File: src/rtl/mem_access_pkg.sv
// Shared types and helpers for the CPU load/store memory access controller.
// Op encoding, FSM states, memory command payload and byte-lane helpers.
package mem_access_pkg;

    localparam int unsigned DATA_W          = 32;
    localparam int unsigned ADDR_W          = 32;
    localparam int unsigned BE_W            = DATA_W / 8;
    localparam int unsigned DEF_MEM_TIMEOUT = 16;

    typedef enum logic [2:0] {
        OP_LB  = 3'b000,
        OP_LH  = 3'b001,
        OP_LW  = 3'b010,
        OP_LBU = 3'b011,
        OP_LHU = 3'b100,
        OP_SB  = 3'b101,
        OP_SH  = 3'b110,
        OP_SW  = 3'b111
    } mem_op_e;

    typedef enum logic [1:0] {
        ST_IDLE   = 2'd0,
        ST_ACCESS = 2'd1,
        ST_RESP   = 2'd2
    } state_e;

    // Payload presented on the memory port for the whole ACCESS phase.
    typedef struct packed {
        logic              we;
        logic [BE_W-1:0]   be;
        logic [ADDR_W-1:0] addr;
        logic [DATA_W-1:0] wdata;
    } mem_cmd_t;

    function automatic logic op_is_store(mem_op_e op);
        return op inside {OP_SB, OP_SH, OP_SW};
    endfunction

    function automatic logic op_is_half(mem_op_e op);
        return op inside {OP_LH, OP_LHU, OP_SH};
    endfunction

    function automatic logic op_is_word(mem_op_e op);
        return op inside {OP_LW, OP_SW};
    endfunction

    function automatic logic misaligned(mem_op_e op, logic [1:0] addr_lo);
        return (op_is_half(op) && addr_lo[0]) || (op_is_word(op) && (addr_lo != 2'b00));
    endfunction

    // Little-endian byte enables for the addressed lanes.
    function automatic logic [BE_W-1:0] lane_enables(mem_op_e op, logic [1:0] addr_lo);
        logic [BE_W-1:0] be;
        if (op_is_word(op)) begin
            be = 4'b1111;
        end else if (op_is_half(op)) begin
            be = addr_lo[1] ? 4'b1100 : 4'b0011;
        end else begin
            be = 4'b0001 << addr_lo;
        end
        return be;
    endfunction

    // Store data replicated across all lanes so memory can pick by byte enable.
    function automatic logic [DATA_W-1:0] lane_data(mem_op_e op, logic [DATA_W-1:0] wdata);
        logic [DATA_W-1:0] d;
        case (op)
            OP_SB:   d = {4{wdata[7:0]}};
            OP_SH:   d = {2{wdata[15:0]}};
            OP_SW:   d = wdata;
            default: d = '0;
        endcase
        return d;
    endfunction

endpackage

File: src/rtl/load_align_ext.sv
// Load data path: picks the addressed byte/halfword lane of the memory word
// and sign- or zero-extends it; stores yield zero.
module load_align_ext
    import mem_access_pkg::*;
(
    input  mem_op_e           op,
    input  logic [1:0]        addr_lo,
    input  logic [DATA_W-1:0] rdata,
    output logic [DATA_W-1:0] data_c
);

    logic [7:0]  byte_lane;
    logic [15:0] half_lane;

    always_comb begin
        byte_lane = rdata[{addr_lo, 3'b000} +: 8];
        half_lane = addr_lo[1] ? rdata[31:16] : rdata[15:0];
        data_c    = '0;
        case (op)
            OP_LB:   data_c = {{24{byte_lane[7]}}, byte_lane};
            OP_LH:   data_c = {{16{half_lane[15]}}, half_lane};
            OP_LW:   data_c = rdata;
            OP_LBU:  data_c = {24'd0, byte_lane};
            OP_LHU:  data_c = {16'd0, half_lane};
            default: data_c = '0;
        endcase
    end

endmodule

File: src/rtl/mem_access_ctrl.sv
// CPU load/store controller: one access at a time, IDLE -> ACCESS -> RESP.
// Optional MEM_ACCESS_TIMEOUT_EN bounds the wait for mem_ack to MEM_TIMEOUT cycles.
module mem_access_ctrl
    import mem_access_pkg::*;
#(
    parameter int unsigned MEM_TIMEOUT = DEF_MEM_TIMEOUT
) (
    input  logic              clk,
    input  logic              rst_n,
    input  logic              req_valid,
    output logic              req_ready,
    input  logic [2:0]        req_op,
    input  logic [ADDR_W-1:0] req_addr,
    input  logic [DATA_W-1:0] req_wdata,
    output logic              rsp_valid,
    output logic [DATA_W-1:0] rsp_rdata,
    output logic              rsp_err,
    output logic              mem_cs,
    output logic              mem_we,
    output logic [BE_W-1:0]   mem_be,
    output logic [ADDR_W-1:0] mem_addr,
    output logic [DATA_W-1:0] mem_wdata,
    input  logic [DATA_W-1:0] mem_rdata,
    input  logic              mem_ack,
    output logic              stall
);

    if (MEM_TIMEOUT == 0) begin : g_bad_timeout
        $error("MEM_TIMEOUT must be at least 1");
    end

    state_e            state, state_n;
    mem_op_e           op_q, op_n;
    logic [1:0]        lo_q, lo_n;
    mem_cmd_t          cmd_q, cmd_n;
    logic              req_ready_n, stall_n, mem_cs_n, mem_we_n;
    logic              rsp_valid_n, rsp_err_n;
    logic [DATA_W-1:0] rsp_rdata_n;
    logic [DATA_W-1:0] load_data_c;
    mem_op_e           req_op_c;
    logic              req_misaligned_c;
    logic              timeout_c;

    assign req_op_c         = mem_op_e'(req_op);
    assign req_misaligned_c = misaligned(req_op_c, req_addr[1:0]);

    load_align_ext u_load_align_ext (
        .op      (op_q),
        .addr_lo (lo_q),
        .rdata   (mem_rdata),
        .data_c  (load_data_c)
    );

`ifdef MEM_ACCESS_TIMEOUT_EN
    localparam int unsigned CNT_W = $clog2(MEM_TIMEOUT + 1);

    logic [CNT_W-1:0] wait_cnt;

    // Counts ACCESS cycles; held at zero in every other state.
    always_ff @(posedge clk or negedge rst_n) begin
        if (!rst_n) begin
            wait_cnt <= '0;
        end else if (state == ST_ACCESS) begin
            wait_cnt <= wait_cnt + CNT_W'(1);
        end else begin
            wait_cnt <= '0;
        end
    end

    assign timeout_c = (state == ST_ACCESS) && (wait_cnt == CNT_W'(MEM_TIMEOUT - 1));
`else
    assign timeout_c = 1'b0;
`endif

    always_ff @(posedge clk or negedge rst_n) begin
        if (!rst_n) begin
            state <= ST_IDLE;
        end else begin
            state <= state_n;
        end
    end

    // Next state plus next values of every registered output.
    always_comb begin
        state_n     = state;
        op_n        = op_q;
        lo_n        = lo_q;
        cmd_n       = cmd_q;
        rsp_err_n   = 1'b0;
        rsp_rdata_n = rsp_rdata;
        case (state)
            ST_IDLE: begin
                if (req_valid) begin
                    if (req_misaligned_c) begin
                        state_n     = ST_RESP;
                        rsp_err_n   = 1'b1;
                        rsp_rdata_n = '0;
                    end else begin
                        state_n     = ST_ACCESS;
                        op_n        = req_op_c;
                        lo_n        = req_addr[1:0];
                        cmd_n.we    = op_is_store(req_op_c);
                        cmd_n.be    = lane_enables(req_op_c, req_addr[1:0]);
                        cmd_n.addr  = {req_addr[ADDR_W-1:2], 2'b00};
                        cmd_n.wdata = lane_data(req_op_c, req_wdata);
                    end
                end
            end
            ST_ACCESS: begin
                // An ack in the last permitted cycle still completes normally.
                if (mem_ack) begin
                    state_n     = ST_RESP;
                    rsp_rdata_n = load_data_c;
                end else if (timeout_c) begin
                    state_n     = ST_RESP;
                    rsp_err_n   = 1'b1;
                    rsp_rdata_n = '0;
                end
            end
            ST_RESP: begin
                state_n = ST_IDLE;
            end
            default: begin
                state_n = ST_IDLE;
            end
        endcase
        req_ready_n = (state_n == ST_IDLE);
        stall_n     = (state_n != ST_IDLE);
        mem_cs_n    = (state_n == ST_ACCESS);
        mem_we_n    = mem_cs_n && cmd_n.we;
        rsp_valid_n = (state_n == ST_RESP);
    end

    always_ff @(posedge clk or negedge rst_n) begin
        if (!rst_n) begin
            op_q      <= OP_LB;
            lo_q      <= '0;
            cmd_q     <= '0;
            req_ready <= 1'b1;
            stall     <= 1'b0;
            mem_cs    <= 1'b0;
            mem_we    <= 1'b0;
            rsp_valid <= 1'b0;
            rsp_err   <= 1'b0;
            rsp_rdata <= '0;
        end else begin
            op_q      <= op_n;
            lo_q      <= lo_n;
            cmd_q     <= cmd_n;
            req_ready <= req_ready_n;
            stall     <= stall_n;
            mem_cs    <= mem_cs_n;
            mem_we    <= mem_we_n;
            rsp_valid <= rsp_valid_n;
            rsp_err   <= rsp_err_n;
            rsp_rdata <= rsp_rdata_n;
        end
    end

    assign mem_be    = cmd_q.be;
    assign mem_addr  = cmd_q.addr;
    assign mem_wdata = cmd_q.wdata;

endmodule

File: config.mk
export PLATFORM = sky130hd
export DESIGN_NAME = mem_access_ctrl
export DESIGN_NICKNAME = d
export VERILOG_FILES = /design/src/rtl/mem_access_pkg.sv /design/src/rtl/load_align_ext.sv /design/src/rtl/mem_access_ctrl.sv
export SDC_FILE = /design/constraint.sdc
export NUM_CORES = 1
export LEC_CHECK = 0
export ABC_AREA = 1
export CAP_MARGIN = 5
export CORE_MARGIN = 2
export CORE_UTILIZATION = 30
export CTS_CLUSTER_SIZE = 25
export DETAILED_ROUTE_END_ITERATION = 8
export HOLD_SLACK_MARGIN = 0.05
export PLACE_DENSITY = 0.65
export SYNTH_ARGS = -nofsm -noshare
export SYNTH_HDL_FRONTEND = slang
export SYNTH_HIERARCHICAL = 1
export SYNTH_SLANG_ARGS = --single-unit
File: constraint.sdc
create_clock -name clk -period 2.6 [get_ports clk]
set_clock_uncertainty 0.05 [all_clocks]
set_input_delay 0.78 -clock clk [delete_from_list [all_inputs] [get_ports clk]]
set_output_delay 0.78 -clock clk [all_outputs]
set_load 0.03 [all_outputs]
==> key figures, run 1 <==
Floorplan
  • Initial core utilization: 0.308
  • Ports: around 210
  • Core Region: around 0.02 mm^2
  • Die Y: 148 um
  • Die ar.: 0.0220 mm^2
  • Die Wd: between 100 and 150 um
  • Num rows: between 50 and 60

Synth
  • Post-synth EDFFs: 0
  • Post-Synth XOR/XNOR Area: 0
  • Share of the synthesized area in the top cell type: 0.445
  • Synth unique cells: 28
  • Syn Inst Count: around 860
  • Largest family of logic cells by synthesized area: simple AND/OR/NAND/NOR gates
  • Average size of a mapped cell: between 7 and 8 um^2
  • Synth Flop Type: dfrtp_1
  • Cell Area, Synth: between 0.006 and 0.007 mm^2
  • Yosys Warn Count: 6
  • Synth Area in Simple Gates: 0.330
  • Top post-synthesis cells by count: nand2_1 (356), dfrtp_1 (111), buf_4 (70), nor2_1 (70), nand3_1 (66)
  • Most common cell in the netlist: nand2_1
  • Yosys reg bits: roughly 110
  • Asr flop ratio synth: 1.00
  • Post-Synth Adder-Cell Area: 0
  • Sequential area share after synthesis: 0.449
  • Area fraction in compound gates after synthesis: 0.0669
  • Mux contribution to synthesized area: 0
  • Top cells by area, synth: dfrtp_1 (44%), nand2_1 (21%), buf_4 (8.4%)
  • Yosys top cell by area: dfrtp_1

CTS
  • Hold-fix buffers at CTS: 0
  • H-tree levels: 3
  • CTS clk-pin slew, worst paths: around 0.08 ns
  • CTS Sinks: around 110
  • Post CTS Setup Buffer Count: 0
  • CTS tree: done
  • Post-CTS Resized: 0
  • Clk buf depth: 2
  • Worst skew pair latency: 0.36 ns
  • Root Buffer: clkbuf_16
  • Num CTS Buffers: 9

Setup path
  • CP delay by family, top: buffers and inverters
  • Startpoint Class: register
  • CP Data Required Time: around 1.8 ns
  • Crit Reg-Reg Endpoint: rsp_rdata[1]$_DFFE_PN0P_
  • R2R cell count: 7
  • R2R setup slack: about 0.78 ns
  • Critical Path, Cell by Cell: clkdlybuf4s50_1
  • Bufs and invs on worst path: 1
  • Critical path endpoint category: output port
  • Critical path fanouts, max: 1
  • Worst EP arrival: about 1.6 ns
  • Reg2reg start: state[0]$_DFF_PN0_
  • Slowest stage delay, CP: between 0.6 and 0.7 ns
  • Worst path slowest cell: clkdlybuf4s50_1
  • Setup Crit Path Kind: reg2out

Timing
  • Worst Setup Slack, final: 0.205 ns
  • Final Setup Violations: 0
  • Final hold slack: between 0.2 and 0.3 ns
  • RSZ-0062 raised after global routing: no
  • Final-report hold violation count: 0
  • Fin crit period: about 2.4 ns
  • Maximum clock rate: ~420 MHz
  • Max Slew Vio Count: 0
  • Fin crit share: 0.921
  • Fin Setup TNS: 0 ns

Min path
  • Worst min-delay path class: in2async

Global routing
  • Total GRT Usage: 0.170
  • First-pass GRT wire length: ~30 mm
  • Vias in the first global route: 5610
  • GRT Residual Overflow: 0
  • Largest net degree at the start of global routing: 82
  • Antenna violations before repair: 1

Run
  • Max_cap viols: 0

Layout
  • Layout Nets: about 1100
  • Antenna cells: 0
  • Layout cells sized above 1: 0.0725
  • Layout area overhead: 35.7%

Placed design
  • Port Buf Inserts: 206
  • Gpl congestion: around 0.86
  • Dpl ws: -0.00568 ns
  • Post-detail-place hpwl: 13.4 mm

Pwr
  • Static Leakage: about 4.2 nW
  • Max VDD drop: 0.617 mV
  • Cell Pwr Density: ~1100 mW/mm^2
  • Overall Power: roughly 9.7 mW

Route
  • DR vias/cell: 4.50
  • DR vias: between 5000 and 6000
  • First-pass iteration count of the detailed router: 5
  • Post-DRT Antenna Nets: 0
  • Drt total wl: 18.4 mm
  • Wire per inst: about 15 um
  • Drt initial violations: 328
  • Drc violations: 0

Outcome
  • Outcome: finished clean
[kinds of logic (layout without fill, tap and decap cells)]
| logic type | Yosys count | after routing |
|---|---|---|
| DFF | 112 | 112 |
| other | 1 | 2 |
| AOI/OAI and AO/OA | 71 | 71 |
| and+or+nand+nor | 507 | 507 |
| buffers and inverters | 164 | 301 |
[worst max path at each step]
stage / startpoint / to / slack [ns] / cells past startpoint
after global routing: req_ready$_DFF_PN1_ / req_ready / 0.17 / 1
after detailed placement: req_op[0] / stall$_DFF_PN0_ / -0.006 / 9
after CTS: req_ready$_DFF_PN1_ / req_ready / 0.17 / 1
after global placement: req_op[0] / stall$_DFF_PN0_ / 0.01 / 9
after floorplan: req_op[2] / rsp_rdata[17]$_DFFE_PN0P_ / 0.73 / 10
final: req_ready$_DFF_PN1_ / req_ready / 0.21 / 1
[area by class of cell]
cell class | instances | area, um^2
clock buffers | 9 | 225
clock inverters | 7 | 91.3
fillers | 2132 | 11800
inverters | 58 | 218
multi-input cells | 580 | 2490
flip-flops and latches | 112 | 2800
well taps | 270 | 338
repair buffers | 227 | 2300
[layer usage]
| layer | global-route usage | vias to the layer above | wire length [um] |
|---|---|---|---|
| li1 | - | 2833 | - |
| met4 | 0.0543 | 0 | 302 |
| met3 | 0.0567 | 15 | 1850 |
| met1 | 0.217 | 2605 | 7940 |
| met5 | 0 | - | 0 |
| met2 | 0.273 | 235 | 8270 |
[registers in the layout, summed over array words and instances (netlist names)]
register   flops
lo_q           2
mem_be         4
rsp_rdata     32
req_ready      1
cmd_q          1
rsp_err        1
mem_wdata     32
op_q           3
mem_addr      30
mem_we         1
rsp_valid      1
mem_cs         1
state          2
stall          1
[through the flow]
step	cells	util	cell area [um^2]
4_1_cts	1263	0.417	8470
3_3_place_gp	1247	0.402	8150
6_report	1263	0.417	8470
2_1_floorplan	856	-	6250
3_5_place_dp	1247	0.402	8150
5_1_grt	1263	0.417	8470
[cell usage in the layout (no fill, tap or decap), types with 13 or more instances in the layout]
cell / count
o21ai_0: 41
nand2_1: 355
o21ai_2: 13
a21oi_1: 13
nor2_1: 70
dfrtp_1: 111
buf_4: 15
inv_1: 51
clkdlybuf4s50_1: 205
nand3_1: 66
[where the power goes]
part,internal [mW],switching (mW)
registers,2.45,0.444
clock network,0.700,0.754
logic,2.04,3.31
total,5.20,4.50
No activity file was read; power rests on OpenSTA's default activity.
==> run 2, diff against run 1 <==
CORE_UTILIZATION = 43   (was 30)
DONT_BUFFER_PORTS = 1   (was unset)
PLACE_DENSITY = 0.67   (was 0.65)
==> run 2 against run 1 <==
Sequential share of layout area up 12 points. Non-clock buffer count down 215. Hold slack worse by 0.21 ns. Sequential power up 51%.
==> key figures, run 2 (same netlist as run 1, synthesis figures left out) <==
Pwr
  • Flop pwr share: 0.534
  • Max VDD drop: just under 0.5 mV
  • Static Leakage: between 3 and 4 nW
  • Cell Pwr Density: roughly 1300 mW/mm^2
  • Sw Ratio: 0.510
  • Internal cell power: ~4.0 mW
  • P_sw: approximately 4.2 mW
  • Logic pwr share: 0.284
  • Clock power frac: 0.182

Floorplan
  • Num rows: 44
  • Initial core utilization: 0.434
  • Ports: around 210
  • Die Wd: roughly 120 um
  • Die ar.: 0.0155 mm^2
  • Die Y: about 120 um
  • Core Region: ~0.014 mm^2

Placed design
  • Port Buf Inserts: 0
  • Post-detail-place hpwl: roughly 11 mm
  • Dpl ws: 0.417 ns
  • Gpl congestion: between 0.8 and 0.9

Route
  • Drc violations: 0
  • Drt initial violations: 379
  • Drt total wl: roughly 15 mm
  • DR vias/cell: between 5 and 6
  • Post-DRT Antenna Nets: 0
  • First-pass iteration count of the detailed router: 5
  • DR vias: between 4000 and 5000
  • Wire per inst: ~16 um

Setup path
  • Critical path endpoint category: register
  • Critical path launch point: lo_q[1]$_DFFE_PN0P_
  • Startpoint Class: register
  • Setup Crit Path Kind: reg2reg
  • Reg2reg start: lo_q[1]$_DFFE_PN0P_
  • CP Data Required Time: between 2 and 3 ns
  • Critical path fanouts, max: 24
  • Worst EP arrival: about 2.2 ns
  • R2R cell count: 9
  • R2R setup slack: around 0.64 ns
  • Crit Reg-Reg Endpoint: rsp_rdata[29]$_DFFE_PN0P_

Timing
  • Worst Setup Slack, final: roughly 0.64 ns
  • Final Setup Violations: 0
  • Slew HR: 0.620
  • Slew @ Worst Pin: 0.569 ns
  • Fin Setup TNS: 0 ns
  • Maximum clock rate: 511 MHz
  • Fin crit period: approximately 2.0 ns
  • Fin crit share: 0.753
  • Final-report hold violation count: 0
  • RSZ-0062 raised after global routing: no
  • Max Slew Vio Count: 0

Layout
  • Layout area overhead: -0.722%
  • Layout Nets: a little under 900
  • Post-layout util: 0.431
  • Commonest non-fill, non-tap cell in the layout: nand2_1
  • Filler Cell Count: about 1500
  • Commonest cells after routing, fill and taps aside: nand2_1 (355), dfrtp_1 (111), nor2_1 (70)
  • Antenna cells: 0
  • Layout cells sized above 1: 0.0758

Global routing
  • Total GRT Usage: 0.201
  • Largest net degree at the start of global routing: 108
  • Vias in the first global route: around 4700
  • Antenna violations before repair: 0
  • GRT Residual Overflow: 0
  • First-pass GRT wire length: 25.1 mm

CTS
  • Num CTS Buffers: 9
  • H-tree levels: 3
  • Post CTS Setup Buffer Count: 0
  • CTS clk-pin slew, worst paths: 0.08 ns
  • Clk buf depth: 2
  • CTS tree: done
  • CTS Sinks: ~110
  • Worst skew pair latency: between 0.3 and 0.4 ns
  • Root Buffer: clkbuf_16

Min path
  • Worst min-delay path class: in2async

Outcome
  • Outcome: finished clean

Run
  • Max_cap viols: 0
run 2: worst max path at each step:
| stage | end | slack (ns) |
|---|---|---|
| after floorplan | rsp_rdata[17]$_DFFE_PN0P_ | 0.73 |
| after detailed placement | stall$_DFF_PN0_ | 0.42 |
| after global placement | stall$_DFF_PN0_ | 0.49 |
| after global routing | rsp_rdata[30]$_DFFE_PN0P_ | 0.45 |
| after CTS | rsp_rdata[29]$_DFFE_PN0P_ | 0.65 |
| final | rsp_rdata[29]$_DFFE_PN0P_ | 0.64 |
run 2: critical path, cell delays in order (launching register included):
cell and delay [ns]:
dfrtp_1 0.54, buf_4 0.27, nand2_1 0.07, nand2_1 0.09, nand2_1 0.06, nand2_2 0.10, nand3_4 0.24, nand2_1 0.16
nand3_1 0.08, o21ai_0 0.20
run 2: area by class of cell:
type,instances,area [um^2],area share
flip-flops and latches,112,2800,0.452
clock buffers,9,225,0.0363
clock inverters,7,95.1,0.0153
repair buffers,12,135,0.0218
inverters,58,218,0.0351
multi-input cells,580,2490,0.402
well taps,184,230,0.0371
run 2: power groups by stage:
stage / Combinational [mW] / Sequential (mW) / Clock [mW]
floorplan: 3.49 / 3.28 / 0
global placement: 2.26 / 4.41 / 0
detailed placement: 2.32 / 4.41 / 0
CTS: 2.32 / 4.39 / 1.54
global route: 2.69 / 4.47 / 1.61
finish: 2.32 / 4.37 / 1.49
run 2: through the flow:
| step | total power [mW] | cell area [um^2] | hold slack [ns] | instances |
|---|---|---|---|---|
| 2_1_floorplan | 6.77 | 6250 | 0.387 | 856 |
| 3_3_place_gp | 6.67 | 5850 | 0.400 | 943 |
| 3_5_place_dp | 6.73 | 5850 | 0.409 | 943 |
| 4_1_cts | 8.26 | 6190 | 0.0510 | 961 |
| 5_1_grt | 8.77 | 6200 | 0.0542 | 962 |
| 6_report | 8.18 | 6200 | 0.0740 | 962 |
run 2: repair_timing:
action / 4_1_cts / 5_1_grt
hold endpoints to repair: 1 / 8
hold buffers: 2 / 1
resized for setup: 0 / 0
run 2: metal layers:
| metal | track usage | share of wire | vias to the layer above | wire [um] |
|---|---|---|---|---|
| met5 | 0 | 0 | - | 0 |
| met4 | 0.0635 | 0.017 | 0 | 257 |
| met3 | 0.0683 | 0.091 | 17 | 1400 |
| met2 | 0.317 | 0.46 | 203 | 7130 |
| met1 | 0.261 | 0.43 | 2271 | 6570 |
| li1 | - | - | 2401 | - |
